$ cat config.mk
export PLATFORM = sky130hd
export DESIGN_NAME = multi_blink_flat
export DESIGN_NICKNAME = d
export VERILOG_FILES = /design/src/rtl/multi_blink_if.sv /design/src/rtl/multi_blink.sv /design/src/flat_wrapper.sv
export SDC_FILE = /design/constraint.sdc
export NUM_CORES = 1
export LEC_CHECK = 0
export CAP_MARGIN = 20
export CORE_ASPECT_RATIO = 2
export CORE_MARGIN = 2
export CORE_UTILIZATION = 50
export CTS_BUF_LIST = sky130_fd_sc_hd__clkbuf_4 sky130_fd_sc_hd__clkbuf_8
export DETAILED_ROUTE_END_ITERATION = 10
export PLACE_DENSITY = 0.75
export SYNTH_ARGS = -nofsm -noshare
export SYNTH_HDL_FRONTEND = slang
export SYNTH_SLANG_ARGS = --single-unit
$ cat constraint.sdc
create_clock -name clk -period 4.27 [get_ports clk]
set_clock_uncertainty 0.1 [all_clocks]
set_input_delay 1.0675 -clock clk [delete_from_list [all_inputs] [get_ports clk]]
set_output_delay 1.0675 -clock clk [all_outputs]
set_load 0.01 [all_outputs]
$ cat src/rtl/multi_blink_if.sv
// -----------------------------------------------------------------------------
// multi_blink_if
// Configuration-write channel for multi_blink. A write is accepted on a rising
// edge where cfg_valid and cfg_ready are both high.
//   cfg_valid        master -> slave  write request
//   cfg_ready        slave  -> master block can accept a write this cycle
//   cfg_ch           master -> slave  target channel index
//   cfg_mode         master -> slave  00 OFF, 01 ON, 10 BLINK, 11 BURST
//   cfg_half_period  master -> slave  cycles per LED half-period (0 acts as 1)
//   cfg_burst        master -> slave  number of high pulses in BURST mode
// -----------------------------------------------------------------------------
interface multi_blink_if #(
  parameter int NUM_CH      = 4,
  parameter int CNT_WIDTH   = 32,
  parameter int BURST_WIDTH = 8
);
  localparam int CH_W = (NUM_CH > 1) ? $clog2(NUM_CH) : 1;

  logic                   cfg_valid;
  logic                   cfg_ready;
  logic [CH_W-1:0]        cfg_ch;
  logic [1:0]             cfg_mode;
  logic [CNT_WIDTH-1:0]   cfg_half_period;
  logic [BURST_WIDTH-1:0] cfg_burst;

  modport master (
    output cfg_valid, cfg_ch, cfg_mode, cfg_half_period, cfg_burst,
    input  cfg_ready
  );

  modport slave (
    input  cfg_valid, cfg_ch, cfg_mode, cfg_half_period, cfg_burst,
    output cfg_ready
  );
endinterface

$ cat src/rtl/multi_blink.sv
// -----------------------------------------------------------------------------
// multi_blink
// NUM_CH independent LED channels. Each channel is OFF, ON, BLINK (square wave,
// each level H cycles) or BURST (N pulses of H high / H low, then OFF with a
// one-cycle burst_done pulse). Channels are reprogrammed through the cfg
// interface; a write aborts whatever the target channel was doing.
// Ports:
//   clk         sole clock, rising edge
//   reset       synchronous active-high reset (all channels blink at
//               RESET_HALF_PERIOD, cfg_ready low)
//   cfg         configuration write channel (slave side)
//   led         registered LED drive, bit i = channel i
//   burst_done  registered one-cycle pulse per channel when a burst completes
// -----------------------------------------------------------------------------
module multi_blink #(
  parameter int NUM_CH            = 4,
  parameter int CNT_WIDTH         = 32,
  parameter int BURST_WIDTH       = 8,
  parameter int RESET_HALF_PERIOD = 12000000
) (
  input  logic              clk,
  input  logic              reset,
  multi_blink_if.slave      cfg,
  output logic [NUM_CH-1:0] led,
  output logic [NUM_CH-1:0] burst_done
);

  localparam int CH_W = (NUM_CH > 1) ? $clog2(NUM_CH) : 1;

  localparam logic [1:0] ST_OFF   = 2'b00;
  localparam logic [1:0] ST_ON    = 2'b01;
  localparam logic [1:0] ST_BLINK = 2'b10;
  localparam logic [1:0] ST_BURST = 2'b11;

  localparam logic [CNT_WIDTH-1:0] RST_H = CNT_WIDTH'(RESET_HALF_PERIOD);

  logic [1:0]             state_q [NUM_CH];
  logic [1:0]             state_d [NUM_CH];
  logic [CNT_WIDTH-1:0]   cnt_q   [NUM_CH];
  logic [CNT_WIDTH-1:0]   cnt_d   [NUM_CH];
  logic [CNT_WIDTH-1:0]   h_q     [NUM_CH];
  logic [CNT_WIDTH-1:0]   h_d     [NUM_CH];
  logic [BURST_WIDTH-1:0] rem_q   [NUM_CH];
  logic [BURST_WIDTH-1:0] rem_d   [NUM_CH];
  logic [NUM_CH-1:0]      led_q, led_d;
  logic [NUM_CH-1:0]      done_q, done_d;
  logic                   ready_q;
  logic                   accept;

  // Terminal count of a level: H-1, with a stored H of 0 treated as 1.
  function automatic logic [CNT_WIDTH-1:0] last_cnt(input logic [CNT_WIDTH-1:0] h);
    return (h == '0) ? '0 : h - CNT_WIDTH'(1);
  endfunction

  assign accept        = cfg.cfg_valid & ready_q;
  assign cfg.cfg_ready = ready_q;
  assign led           = led_q;
  assign burst_done    = done_q;

  always_comb begin
    led_d  = led_q;
    done_d = '0;
    for (int i = 0; i < NUM_CH; i++) begin
      state_d[i] = state_q[i];
      cnt_d[i]   = cnt_q[i];
      h_d[i]     = h_q[i];
      rem_d[i]   = rem_q[i];

      case (state_q[i])
        ST_BLINK: begin
          if (cnt_q[i] == last_cnt(h_q[i])) begin
            cnt_d[i] = '0;
            led_d[i] = ~led_q[i];
          end else begin
            cnt_d[i] = cnt_q[i] + CNT_WIDTH'(1);
          end
        end
        ST_BURST: begin
          if (cnt_q[i] == last_cnt(h_q[i])) begin
            cnt_d[i] = '0;
            if (led_q[i]) begin
              led_d[i] = 1'b0;
            end else if (rem_q[i] <= BURST_WIDTH'(1)) begin
              // End of the last low phase: the burst is complete.
              state_d[i] = ST_OFF;
              rem_d[i]   = '0;
              led_d[i]   = 1'b0;
              done_d[i]  = 1'b1;
            end else begin
              rem_d[i] = rem_q[i] - BURST_WIDTH'(1);
              led_d[i] = 1'b1;
            end
          end else begin
            cnt_d[i] = cnt_q[i] + CNT_WIDTH'(1);
          end
        end
        default: cnt_d[i] = '0;
      endcase

      // A write overrides the running behaviour, including a burst that would
      // have completed on this same edge (no done pulse for an aborted burst).
      // Out-of-range channel indices match no channel and are dropped.
      if (accept && (cfg.cfg_ch == CH_W'(i))) begin
        h_d[i]    = cfg.cfg_half_period;
        cnt_d[i]  = '0;
        rem_d[i]  = '0;
        done_d[i] = 1'b0;
        case (cfg.cfg_mode)
          ST_OFF: begin
            state_d[i] = ST_OFF;
            led_d[i]   = 1'b0;
          end
          ST_ON: begin
            state_d[i] = ST_ON;
            led_d[i]   = 1'b1;
          end
          ST_BLINK: begin
            state_d[i] = ST_BLINK;
            led_d[i]   = 1'b1;
          end
          default: begin
            if (cfg.cfg_burst == '0) begin
              // Empty burst completes immediately.
              state_d[i] = ST_OFF;
              led_d[i]   = 1'b0;
              done_d[i]  = 1'b1;
            end else begin
              state_d[i] = ST_BURST;
              led_d[i]   = 1'b1;
              rem_d[i]   = cfg.cfg_burst;
            end
          end
        endcase
      end
    end
  end

  always_ff @(posedge clk) begin
    if (reset) begin
      for (int i = 0; i < NUM_CH; i++) begin
        state_q[i] <= ST_BLINK;
        cnt_q[i]   <= '0;
        h_q[i]     <= RST_H;
        rem_q[i]   <= '0;
      end
      led_q   <= '1;
      done_q  <= '0;
      ready_q <= 1'b0;
    end else begin
      for (int i = 0; i < NUM_CH; i++) begin
        state_q[i] <= state_d[i];
        cnt_q[i]   <= cnt_d[i];
        h_q[i]     <= h_d[i];
        rem_q[i]   <= rem_d[i];
      end
      led_q   <= led_d;
      done_q  <= done_d;
      ready_q <= 1'b1;
    end
  end

endmodule

$ cat src/flat_wrapper.sv
// flat-port wrapper written by rule: the top's interface ports become plain ports
module multi_blink_flat 
#(
  parameter int NUM_CH            = 4,
  parameter int CNT_WIDTH         = 32,
  parameter int BURST_WIDTH       = 8,
  parameter int RESET_HALF_PERIOD = 12000000
)
  (clk, reset, led, burst_done, cfg_cfg_valid, cfg_cfg_ch, cfg_cfg_mode, cfg_cfg_half_period, cfg_cfg_burst, cfg_cfg_ready);
  multi_blink_if #(.NUM_CH(NUM_CH), .CNT_WIDTH(CNT_WIDTH), .BURST_WIDTH(BURST_WIDTH)) cfg_i ();
  input  logic clk;
  input  logic reset;
  output logic [NUM_CH-1:0] led;
  output logic [NUM_CH-1:0] burst_done;
  input wire logic [$bits(cfg_i.cfg_valid)-1:0] cfg_cfg_valid;
  input wire logic [$bits(cfg_i.cfg_ch)-1:0] cfg_cfg_ch;
  input wire logic [$bits(cfg_i.cfg_mode)-1:0] cfg_cfg_mode;
  input wire logic [$bits(cfg_i.cfg_half_period)-1:0] cfg_cfg_half_period;
  input wire logic [$bits(cfg_i.cfg_burst)-1:0] cfg_cfg_burst;
  output wire logic [$bits(cfg_i.cfg_ready)-1:0] cfg_cfg_ready;
  assign cfg_i.cfg_valid = cfg_cfg_valid;
  assign cfg_i.cfg_ch = cfg_cfg_ch;
  assign cfg_i.cfg_mode = cfg_cfg_mode;
  assign cfg_i.cfg_half_period = cfg_cfg_half_period;
  assign cfg_i.cfg_burst = cfg_cfg_burst;
  assign cfg_cfg_ready = cfg_i.cfg_ready;
  multi_blink #(.NUM_CH(NUM_CH), .CNT_WIDTH(CNT_WIDTH), .BURST_WIDTH(BURST_WIDTH), .RESET_HALF_PERIOD(RESET_HALF_PERIOD)) u_core (.clk(clk), .reset(reset), .cfg(cfg_i), .led(led), .burst_done(burst_done));
endmodule
==> run metrics <==
status=finished, final reports clean; share of cells above drive strength 1=0.113; CTS tree=done; fin crit share=0.965; Layout area overhead=14.3%; Post-Syn Instances=2676; H-tree levels=2; Hold Path Class=reg2reg; Place WS=-170 ps; Setup CP Type=reg2reg; CP top delay family=simple AND/OR/NAND/NOR gates; crit path DAT=4520 ps; first-pass GRT wire length=111000 µm; Synth Net Count=2742; drt pass-1 iters=6; clock latency at the later pin of the worst-skew pair=610 ps; Yosys reg bits=305; main flop type after synthesis=dfxtp_1; worst slew pin tran=1040 ps; CTS Sinks=305; Post-Syn Area=19800 µm²; clock share of power=0.415; via count=20600; fin worst setup slack=148 ps; remaining global-route overflow=0; Max Freq=243 MHz; minimum clock period=4120 ps; Leak=7.97 nW; Startpoint Class=flop; Switching Fraction=0.276; Die W=145 µm; residual DRC count=0; CTS buffer count=45; Avg Inst Size Synth=7.39 µm²; initial antenna violation count=1; die area=41200 µm²; commonest non-fill, non-tap cell in the layout=nand2_1; Clock Tree Buf Depth=3; power per cell area=283 nW/µm²; Critical Path Slowest Stage Cell=or4_1; Root Buffer=clkbuf_8; Internal Power=4.63 mW; DPL Wire Length=56200 µm; core area=39300 µm²; commonest non-fill, non-tap cells in the layout=407 x nand2_1, 305 x dfxtp_1, 293 x nor2_1; Worst Path Max Fanout=7; Post-Route WL=72800 µm; vias in the first global route=20200; Logic pwr share=0.118; slew margin rel.=0.298; PortBufs=55; post-synth cell types=94; clk slew on worst S/H paths=70 ps; Site Rows=103; CP Buf/Inv Count=1; Finish-stage setup viols=0; DR iter-0 viols=1378; VDD IR-drop max=0.277 mV; Placer Congestion=1.04; fin nets=2805; Post-synth EDFFs=0; DR vias/cell=6.25; Setup crit end kind=flop; Seq/Total Area, Yosys=0.309; largest net degree at the start of global routing=53; Power Total=6.40 mW; Die Span Y=285 µm; CP dominant cell by count=or4_1; # IOs=56; Synth warnings=0; Fill cells=3732; Critical Path RT=4670 ps; Final Max Tran Viols=0; crit-path cells=or4_1, nor4_4, a211oi_1, a211o_1, nand4b_1, a2111oi_4, buf_4, or3b_1, or2_1, or4_1, o311ai_1; max_cap viols=0; Starting Density=0.503; Final ANT Viol Nets=0; sequential power share=0.467; Overall Global Routing Usage=0.348; P_sw=1.77 mW; Final Hold Vio Count=0; wire per inst=22.1 µm; Critical Path Max Stage Delay=630 ps; Post-synth ARST share=0; RSZ-0062 raised after global routing=true
[layout make-up]
type                       instances  area [µm²]  area share
inverter                          68         255      0.0113
multi-input combinational       2127       12900       0.573
timing repair buffer             192        1640      0.0726
clock buffer                      70         901      0.0399
sequential                       305        6110       0.270
tap                              525         657      0.0291
clock inverter                     7        87.6     0.00388
antenna                            1        2.50    0.000111
[path summary, 6_finish.rpt]
kind	from	end	slack [ps]	depth (start not counted)
hold / removal	u_core.h_q[1][25]	u_core.h_q[1][25]	380	2
setup / recovery	u_core.h_q[1][14]	u_core.rem_q[1][7]	150	11
hold reg to reg	u_core.h_q[1][25]	u_core.h_q[1][25]	380	2
setup reg to reg	u_core.h_q[1][14]	u_core.rem_q[1][7]	150	11
[synthesized netlist by cell type (18+ instances only)]
library cell	instances	area, µm²
nor4_1	73	457
xnor2_1	130	1140
nand2_1	407	1530
or3_1	46	288
xor2_1	99	867
and3_1	41	257
nor2_1	295	1110
nand2b_1	19	119
clkbuf_1	142	533
o211ai_1	19	143
ha_1	19	238
inv_1	68	255
dfxtp_1	305	6110
o31ai_1	25	188
nand3_1	147	736
or4_1	44	330
nand4b_1	18	158
nand4_1	67	419
mux2i_1	21	210
a21oi_1	162	811
o21ai_0	56	280
nor3_1	105	526
[cells by family after synthesis]
family | share of synthesized area
compound gates | 0.159
xor+xnor | 0.103
fa+ha+maj | 0.0120
buf+inv | 0.0486
flops | 0.309
mux | 0.0146
simple gates | 0.354
[registers in the layout, summed over array words and instances (netlist names)]
register              count
u_core.cnt_q            128
u_core.h_q              128
u_core.rem_q             32
u_core.state_q            8
u_core.burst_done         4
u_core.led                4
u_core.cfg.cfg_ready      1
[per-stage QoR]
step | hold slack (ps) | utilization | instances | instance area (µm²) | setup TNS, ps
after global placement | 369 | 0.543 | 3215 | 21400 | -283
after global routing | 417 | 0.575 | 3295 | 22600 | -63.3
after CTS | 379 | 0.569 | 3292 | 22400 | 0
after detailed placement | 370 | 0.543 | 3215 | 21400 | -247
after floorplan | 338 | - | 2676 | 19800 | 0
final | 378 | 0.575 | 3295 | 22600 | 0
[routing by layer]
layer  up-vias  wire (µm)  GRT usage
met4         0       8260      0.332
met1      9781      25000      0.348
met3       322       3440     0.0455
met5         -          0          0
li1       9728          -          -
met2       749      36100      0.603
[worst reg2reg max path, cell delays in order (launching register included)]
cell and delay (ps):
dfxtp_1 390, or4_1 630, nor4_4 370, a211oi_1 140, a211o_1 300, nand4b_1 260, a2111oi_4 420, buf_4 160
or3b_1 400, or2_1 270, or4_1 500, o311ai_1 90
[power by group through the flow]
| stage | logic, mW | registers (mW) | clock network [mW] |
|---|---|---|---|
| after floorplan | 0.446 | 3.01 | 0 |
| after global placement | 0.714 | 3.04 | 0 |
| after detailed placement | 0.723 | 3.05 | 0 |
| after CTS | 0.728 | 2.98 | 2.70 |
| after global routing | 0.805 | 3.00 | 2.81 |
| final | 0.753 | 2.99 | 2.66 |
[timing repair]
| item | 4_1_cts | 5_1_grt |
|---|---|---|
| setup endpoints to repair | 3 | 134 |
| setup buffers | 0 | 2 |
| hold buffers | 0 | 0 |
| endpoints found under the hold margin | 0 | 0 |
| pin swaps | 0 | 2 |
| resized for setup | 3 | 34 |
Power figures use the tool's default switching activity.
